### config.mk
export PLATFORM = sky130hd
export DESIGN_NAME = capture_ctrl_flat
export DESIGN_NICKNAME = d
export VERILOG_FILES = /design/src/rtl/capture_ctrl_if.sv /design/src/rtl/capture_ctrl.sv /design/src/flat_wrapper.sv
export SDC_FILE = /design/constraint.sdc
export NUM_CORES = 1
export LEC_CHECK = 0
export ABC_AREA = 1
export ABC_CLOCK_PERIOD_IN_PS = 4400
export CORE_ASPECT_RATIO = 0.7
export CORE_MARGIN = 8
export CORE_UTILIZATION = 57
export CTS_BUF_LIST = sky130_fd_sc_hd__clkbuf_8
export DETAILED_ROUTE_END_ITERATION = 7
export PLACE_DENSITY = 0.95
export SETUP_SLACK_MARGIN = 0.15
export SKIP_LAST_GASP = 1
export SYNTH_ARGS = -nofsm -noshare
export SYNTH_HDL_FRONTEND = slang
export SYNTH_SLANG_ARGS = --single-unit
### constraint.sdc
create_clock -name clk -period 4.4 [get_ports clk]
set_input_delay 0.44 -clock clk [delete_from_list [all_inputs] [get_ports clk]]
set_output_delay 0.44 -clock clk [all_outputs]
set_load 0.05 [all_outputs]
### src/rtl/capture_ctrl_if.sv
// rtl/capture_ctrl_if.sv - capture controller control/status bundle with host and controller views
interface capture_ctrl_if #(
  parameter int ADDR_W = 9,
  parameter int TO_W   = 16
);
  logic              start;
  logic [ADDR_W-1:0] trig_pos;
  logic              smpl_en;
  logic              trigger;
  logic              capture_ack;
  logic [TO_W-1:0]   to_limit;
  logic              armed;
  logic              we;
  logic [ADDR_W-1:0] waddr;
  logic [ADDR_W-1:0] trig_addr;
  logic              set_capture_done;
  logic              capture_done;
  logic              busy;
  logic              auto_trig;

  // Host / decimator / trigger-unit side
  modport master (
    output start, trig_pos, smpl_en, trigger, capture_ack, to_limit,
    input  armed, we, waddr, trig_addr, set_capture_done, capture_done, busy, auto_trig
  );

  // Capture controller side
  modport slave (
    input  start, trig_pos, smpl_en, trigger, capture_ack, to_limit,
    output armed, we, waddr, trig_addr, set_capture_done, capture_done, busy, auto_trig
  );
endinterface

### src/rtl/capture_ctrl.sv
// rtl/capture_ctrl.sv - scope acquisition sequencer (pre-fill, arm, post-trigger, done); optional CAPTURE_AUTOTRIG_EN timeout
module capture_ctrl #(
  parameter int ADDR_W = 9,
  parameter int TO_W   = 16
) (
  input  logic           clk,
  input  logic           rst_n,
  capture_ctrl_if.slave  bus
);

  localparam int DEPTH = 1 << ADDR_W;
  localparam logic [ADDR_W:0]   CNT_ONE   = 1;
  localparam logic [ADDR_W-1:0] ADDR_ONE  = 1;
  localparam logic [ADDR_W:0]   DEPTH_CNT = (ADDR_W+1)'(DEPTH);

  typedef enum logic [2:0] {
    IDLE  = 3'd0,
    FILL  = 3'd1,
    ARMED = 3'd2,
    POST  = 3'd3,
    DONE  = 3'd4
  } state_t;

  state_t            state_q, state_d;
  logic [ADDR_W-1:0] waddr_q, waddr_d;
  logic [ADDR_W-1:0] trig_addr_q, trig_addr_d;
  logic [ADDR_W-1:0] tp_q, tp_d;
  logic [ADDR_W:0]   cnt_q, cnt_d;
  logic [ADDR_W:0]   pre_cnt;
  logic              we;
  logic              set_done;
  logic              to_hit;

  // Pre-trigger sample count; one bit wider so tp==0 yields a full-depth fill
  assign pre_cnt = DEPTH_CNT - {1'b0, tp_q};

`ifdef CAPTURE_AUTOTRIG_EN
  localparam logic [TO_W-1:0] TO_ONE = 1;

  logic [TO_W-1:0] to_q, to_d;
  logic            auto_q, auto_d;

  // Timeout counter only runs in ARMED, so it is zero on every entry to ARMED
  always_comb begin
    to_d   = '0;
    to_hit = 1'b0;
    if (state_q == ARMED) begin
      to_d   = bus.smpl_en ? (to_q + TO_ONE) : to_q;
      to_hit = bus.smpl_en && (bus.to_limit != '0) && ((to_q + TO_ONE) == bus.to_limit);
    end
  end

  // Timeout counter and auto-trigger flag registers
  always_ff @(posedge clk or negedge rst_n) begin
    if (!rst_n) begin
      to_q   <= '0;
      auto_q <= 1'b0;
    end else begin
      to_q   <= to_d;
      auto_q <= auto_d;
    end
  end

  assign bus.auto_trig = auto_q;
`else
  assign to_hit        = 1'b0;
  assign bus.auto_trig = 1'b0;
`endif

  // State and datapath registers
  always_ff @(posedge clk or negedge rst_n) begin
    if (!rst_n) begin
      state_q     <= IDLE;
      waddr_q     <= '0;
      trig_addr_q <= '0;
      tp_q        <= '0;
      cnt_q       <= '0;
    end else begin
      state_q     <= state_d;
      waddr_q     <= waddr_d;
      trig_addr_q <= trig_addr_d;
      tp_q        <= tp_d;
      cnt_q       <= cnt_d;
    end
  end

  // Next-state, write enable and done pulse
  always_comb begin
    state_d     = state_q;
    waddr_d     = waddr_q;
    trig_addr_d = trig_addr_q;
    tp_d        = tp_q;
    cnt_d       = cnt_q;
    we          = 1'b0;
    set_done    = 1'b0;
`ifdef CAPTURE_AUTOTRIG_EN
    auto_d      = auto_q;
`endif
    case (state_q)
      IDLE: begin
        if (bus.start) begin
          state_d = FILL;
          waddr_d = '0;
          cnt_d   = '0;
          tp_d    = bus.trig_pos;
`ifdef CAPTURE_AUTOTRIG_EN
          auto_d  = 1'b0;
`endif
        end
      end
      FILL: begin
        we = bus.smpl_en;
        if (bus.smpl_en) begin
          cnt_d = cnt_q + CNT_ONE;
          // Leave on the cycle after the last pre-trigger write
          if ((cnt_q + CNT_ONE) == pre_cnt) begin
            state_d = ARMED;
          end
        end
      end
      ARMED: begin
        we = bus.smpl_en;
        if (bus.trigger || to_hit) begin
          state_d = POST;
          cnt_d   = '0;
          // A coincident sample belongs to the pre-trigger history,
          // so the first post sample lands one address later
          trig_addr_d = bus.smpl_en ? (waddr_q + ADDR_ONE) : waddr_q;
`ifdef CAPTURE_AUTOTRIG_EN
          auto_d = !bus.trigger;
`endif
        end
      end
      POST: begin
        // Checked before writing so tp==0 exits at once with no post writes
        if (cnt_q == {1'b0, tp_q}) begin
          state_d  = DONE;
          set_done = 1'b1;
        end else begin
          we = bus.smpl_en;
          if (bus.smpl_en) begin
            cnt_d = cnt_q + CNT_ONE;
          end
        end
      end
      DONE: begin
        if (bus.capture_ack) begin
          state_d = IDLE;
        end
      end
      default: begin
        state_d = IDLE;
      end
    endcase
    if (we) begin
      waddr_d = waddr_q + ADDR_ONE;
    end
  end

  assign bus.armed            = (state_q == ARMED);
  assign bus.busy             = (state_q == FILL) || (state_q == ARMED) || (state_q == POST);
  assign bus.capture_done     = (state_q == DONE);
  assign bus.set_capture_done = set_done;
  assign bus.we               = we;
  assign bus.waddr            = waddr_q;
  assign bus.trig_addr        = trig_addr_q;

endmodule

### src/flat_wrapper.sv
// flat-port wrapper written by rule: the top's interface ports become plain ports
module capture_ctrl_flat 
#(
  parameter int ADDR_W = 9,
  parameter int TO_W   = 16
)
  (clk, rst_n, bus_start, bus_trig_pos, bus_smpl_en, bus_trigger, bus_capture_ack, bus_to_limit, bus_armed, bus_we, bus_waddr, bus_trig_addr, bus_set_capture_done, bus_capture_done, bus_busy, bus_auto_trig);
  capture_ctrl_if #(.ADDR_W(ADDR_W), .TO_W(TO_W)) bus_i ();
  input  logic clk;
  input  logic rst_n;
  input wire logic [$bits(bus_i.start)-1:0] bus_start;
  input wire logic [$bits(bus_i.trig_pos)-1:0] bus_trig_pos;
  input wire logic [$bits(bus_i.smpl_en)-1:0] bus_smpl_en;
  input wire logic [$bits(bus_i.trigger)-1:0] bus_trigger;
  input wire logic [$bits(bus_i.capture_ack)-1:0] bus_capture_ack;
  input wire logic [$bits(bus_i.to_limit)-1:0] bus_to_limit;
  output wire logic [$bits(bus_i.armed)-1:0] bus_armed;
  output wire logic [$bits(bus_i.we)-1:0] bus_we;
  output wire logic [$bits(bus_i.waddr)-1:0] bus_waddr;
  output wire logic [$bits(bus_i.trig_addr)-1:0] bus_trig_addr;
  output wire logic [$bits(bus_i.set_capture_done)-1:0] bus_set_capture_done;
  output wire logic [$bits(bus_i.capture_done)-1:0] bus_capture_done;
  output wire logic [$bits(bus_i.busy)-1:0] bus_busy;
  output wire logic [$bits(bus_i.auto_trig)-1:0] bus_auto_trig;
  assign bus_i.start = bus_start;
  assign bus_i.trig_pos = bus_trig_pos;
  assign bus_i.smpl_en = bus_smpl_en;
  assign bus_i.trigger = bus_trigger;
  assign bus_i.capture_ack = bus_capture_ack;
  assign bus_i.to_limit = bus_to_limit;
  assign bus_armed = bus_i.armed;
  assign bus_we = bus_i.we;
  assign bus_waddr = bus_i.waddr;
  assign bus_trig_addr = bus_i.trig_addr;
  assign bus_set_capture_done = bus_i.set_capture_done;
  assign bus_capture_done = bus_i.capture_done;
  assign bus_busy = bus_i.busy;
  assign bus_auto_trig = bus_i.auto_trig;
  capture_ctrl #(.ADDR_W(ADDR_W), .TO_W(TO_W)) u_core (.clk(clk), .rst_n(rst_n), .bus(bus_i));
endmodule
==> metrics.yaml <==
cts-hold-fix-buffers: 0
cts_max_level: 2
finalSetupViolations: 0
start_util_pct: 59.9
dr_total_vias: 2644
crit_type: "register to output pin"
ant_nets: 0
grt_pass1_wl_mm: 11.7
utilization_pct: 70.6
design_area_sq_um: 3090
tns_ps: 0
power.density_nw_per_um2: 622
clkLatencyLatePin_ps: 300
endpoint_kind: "output pin"
clock_sinks: 40
start_kind: "register"
cts_tree: "built"
drtPass1Iterations: 5
postCtsSetupBuffers: 0
maxSlewViolCount: 0
drt_iter0_drc: 215
rows: 20
setup_ws_ps: 1410
drive_gt1_share_pct: 7.93
timing.max_cap.violations: 0
wire_per_inst_microns: 14.9
cpMaxStageDelayCell: "clkdlybuf4s50_1"
nFillCells: 353
coreArea_sq_um: 4380
synth_cell_types: 30
period_share_pct: 67.9
gp_congestion: 0.931
clock_tree.root_cell: "clkbuf_8"
status: "complete, no violations"
cts_buffer_depth: 2
cp_common_cell: "nand2_1"
cts_buffers: 5
critical_path_arrival_ps: 2550
cts_resized: 0
drc: 0
vias_per_cell: 5.61
drt-total-wl_mm: 7.02
ir_worst_vdd_mv: 0.535
cpPeakStageDelay_ps: 710
dp_hpwl_mm: 5.20
final_common_cell: "nand2_1"
track_usage_pct: 20.1
dieHeight_microns: 72.8
avgSynthCellArea_sq_um: 6.89
ys_ff_latch: 40
syn2layout_area_growth_pct: 17.8
slew_headroom_pct: 30.7
synth_fp_nets: 415
finalNetCount: 449
dpl_worst_slack_ps: 1700
fin_crit_ps: 2990
grt_max_degree: 41
path_clk_slew_ps: 90
required_ps: 3960
grt_setup_unrepaired: "false"
path_cells: "inv_1 -> nand2_1 -> a21oi_1 -> nand3_1 -> nor2_2 -> nand2_1 -> nand2_1 -> nand2_2 -> nand2_4 -> inv_2 -> clkdlybuf4s50_1"
final_cell_mix: "nand2_1, inv_1, dfrtp_1"
final.setup_skew_ps: 12.0
power_leakage_uw: 0.00157
dpl_cell_area_sq_um: 3000
grt_pass1_vias: 2493
die_width_microns: 97.1
tightest_slew_ps: 1040
synth_cells: 381
max_freq_mhz: 335
insertedDiodeCount: 0
io_pins: 55
cp_max_fo: 10
timing.final.hold_violations: 0
antenna_found_initial: 0
hold_path_class: "input port to async pin"
numPortBuffers: 37
dieArea_sq_um: 7060
seq_area_frac_synth_pct: 38.1
synth_warnings: 0
syn-cell-area_sq_um: 2620
grt-ovfl-total: 0
critical path: cells and delay by family (launching register included):
kind / cells / cell delay (ps)
DFF: 1 / 460
buffers and inverters: 3 / 940
AOI/OAI and AO/OA: 1 / 160
and+or+nand+nor: 7 / 700
final timing paths:
path / end / slack [ps] / depth (start not counted) / startpoint
max: bus_we / 1410 / 11 / u_core.tp_q[3]
min reg2reg: u_core.bus.trig_addr[5] / 490 / 2 / u_core.bus.trig_addr[5]
min: u_core.cnt_q[4] / 260 / 1 / rst_n
max reg2reg: u_core.state_q[0] / 2240 / 14 / u_core.tp_q[0]
min in group clk: u_core.bus.trig_addr[5] / 490 / 2 / u_core.bus.trig_addr[5]
max in group asynchronous: u_core.state_q[1] / 3570 / 1 / rst_n
final cells by class:
cell class                 count  area [sq um]  share of cell area (%)
multi-input combinational    284          1390                    44.9
sequential                    40          1000                    32.4
timing repair buffer          37           365                    11.8
inverter                      47           176                    5.71
clock buffer                   6          82.6                    2.67
tap                           55          68.8                    2.23
clock inverter                 2          10.0                   0.324
Yosys cell counts:
cell	count	share of area [%]
inv_2	2	0.29
buf_2	3	0.57
nand4_1	3	0.72
nand2_1	129	18
o2111ai_1	1	0.33
nand3_2	2	0.76
inv_1	45	6.4
nand3_1	29	5.5
nand2_4	2	0.86
clkbuf_1	3	0.43
ha_1	3	1.4
xnor2_1	2	0.67
nor2_2	4	0.95
nand3b_1	1	0.29
nor2_4	5	2.1
nand4_2	1	0.48
o22ai_1	2	0.48
xor2_1	12	4.0
nor3b_1	1	0.29
o21a_1	2	0.57
a21oi_1	16	3.1
o21ai_0	18	3.4
buf_6	1	0.43
nor2_1	35	5.0
o21ai_1	5	0.95
conb_1	1	0.14
nor3_1	2	0.38
dfrtp_1	40	38
buf_4	3	0.86
nand2_2	8	1.9
cell families after synthesis:
kind of cell               synth area share [%]
AOI/OAI and AO/OA                          8.82
xor gates and xnor gates                   4.67
adders and majority gates                  1.43
buffers and inverters                      9.01
DFF                                        38.1
other                                     0.143
and+or+nand+nor                            37.8
registers in the layout (all words and copies together) (netlist names):
| register | count |
|---|---|
| u_core.cnt_q | 10 |
| u_core.bus.waddr | 9 |
| u_core.bus.trig_addr | 9 |
| u_core.tp_q | 9 |
| u_core.state_q | 3 |
stage by stage:
step / instances / power [uW] / hold WS [ps]
4_1_cts: 471 / 1910 / 297
3_5_place_dp: 463 / 1640 / 475
6_report: 471 / 1920 / 262
5_1_grt: 471 / 2040 / 337
3_3_place_gp: 463 / 1590 / 464
2_1_floorplan: 381 / 1340 / 144
power breakdown:
part	internal (uW)	switching (uW)	leakage, uW	total (uW)
Combinational	329	714	0.00101	1040
Sequential	478	138	0.000511	616
Clock	125	137	0.0000510	262
Total	933	989	0.00157	1920
per-layer routing:
layer	vias to the layer above	GRT usage, %	wire length [microns]
met5	-	0	0
met4	0	8.49	133
met3	12	4.54	595
met2	140	32.4	3240
met1	1236	25.4	3050
li1	1256	-	-
(Power assumes the default switching activity.)
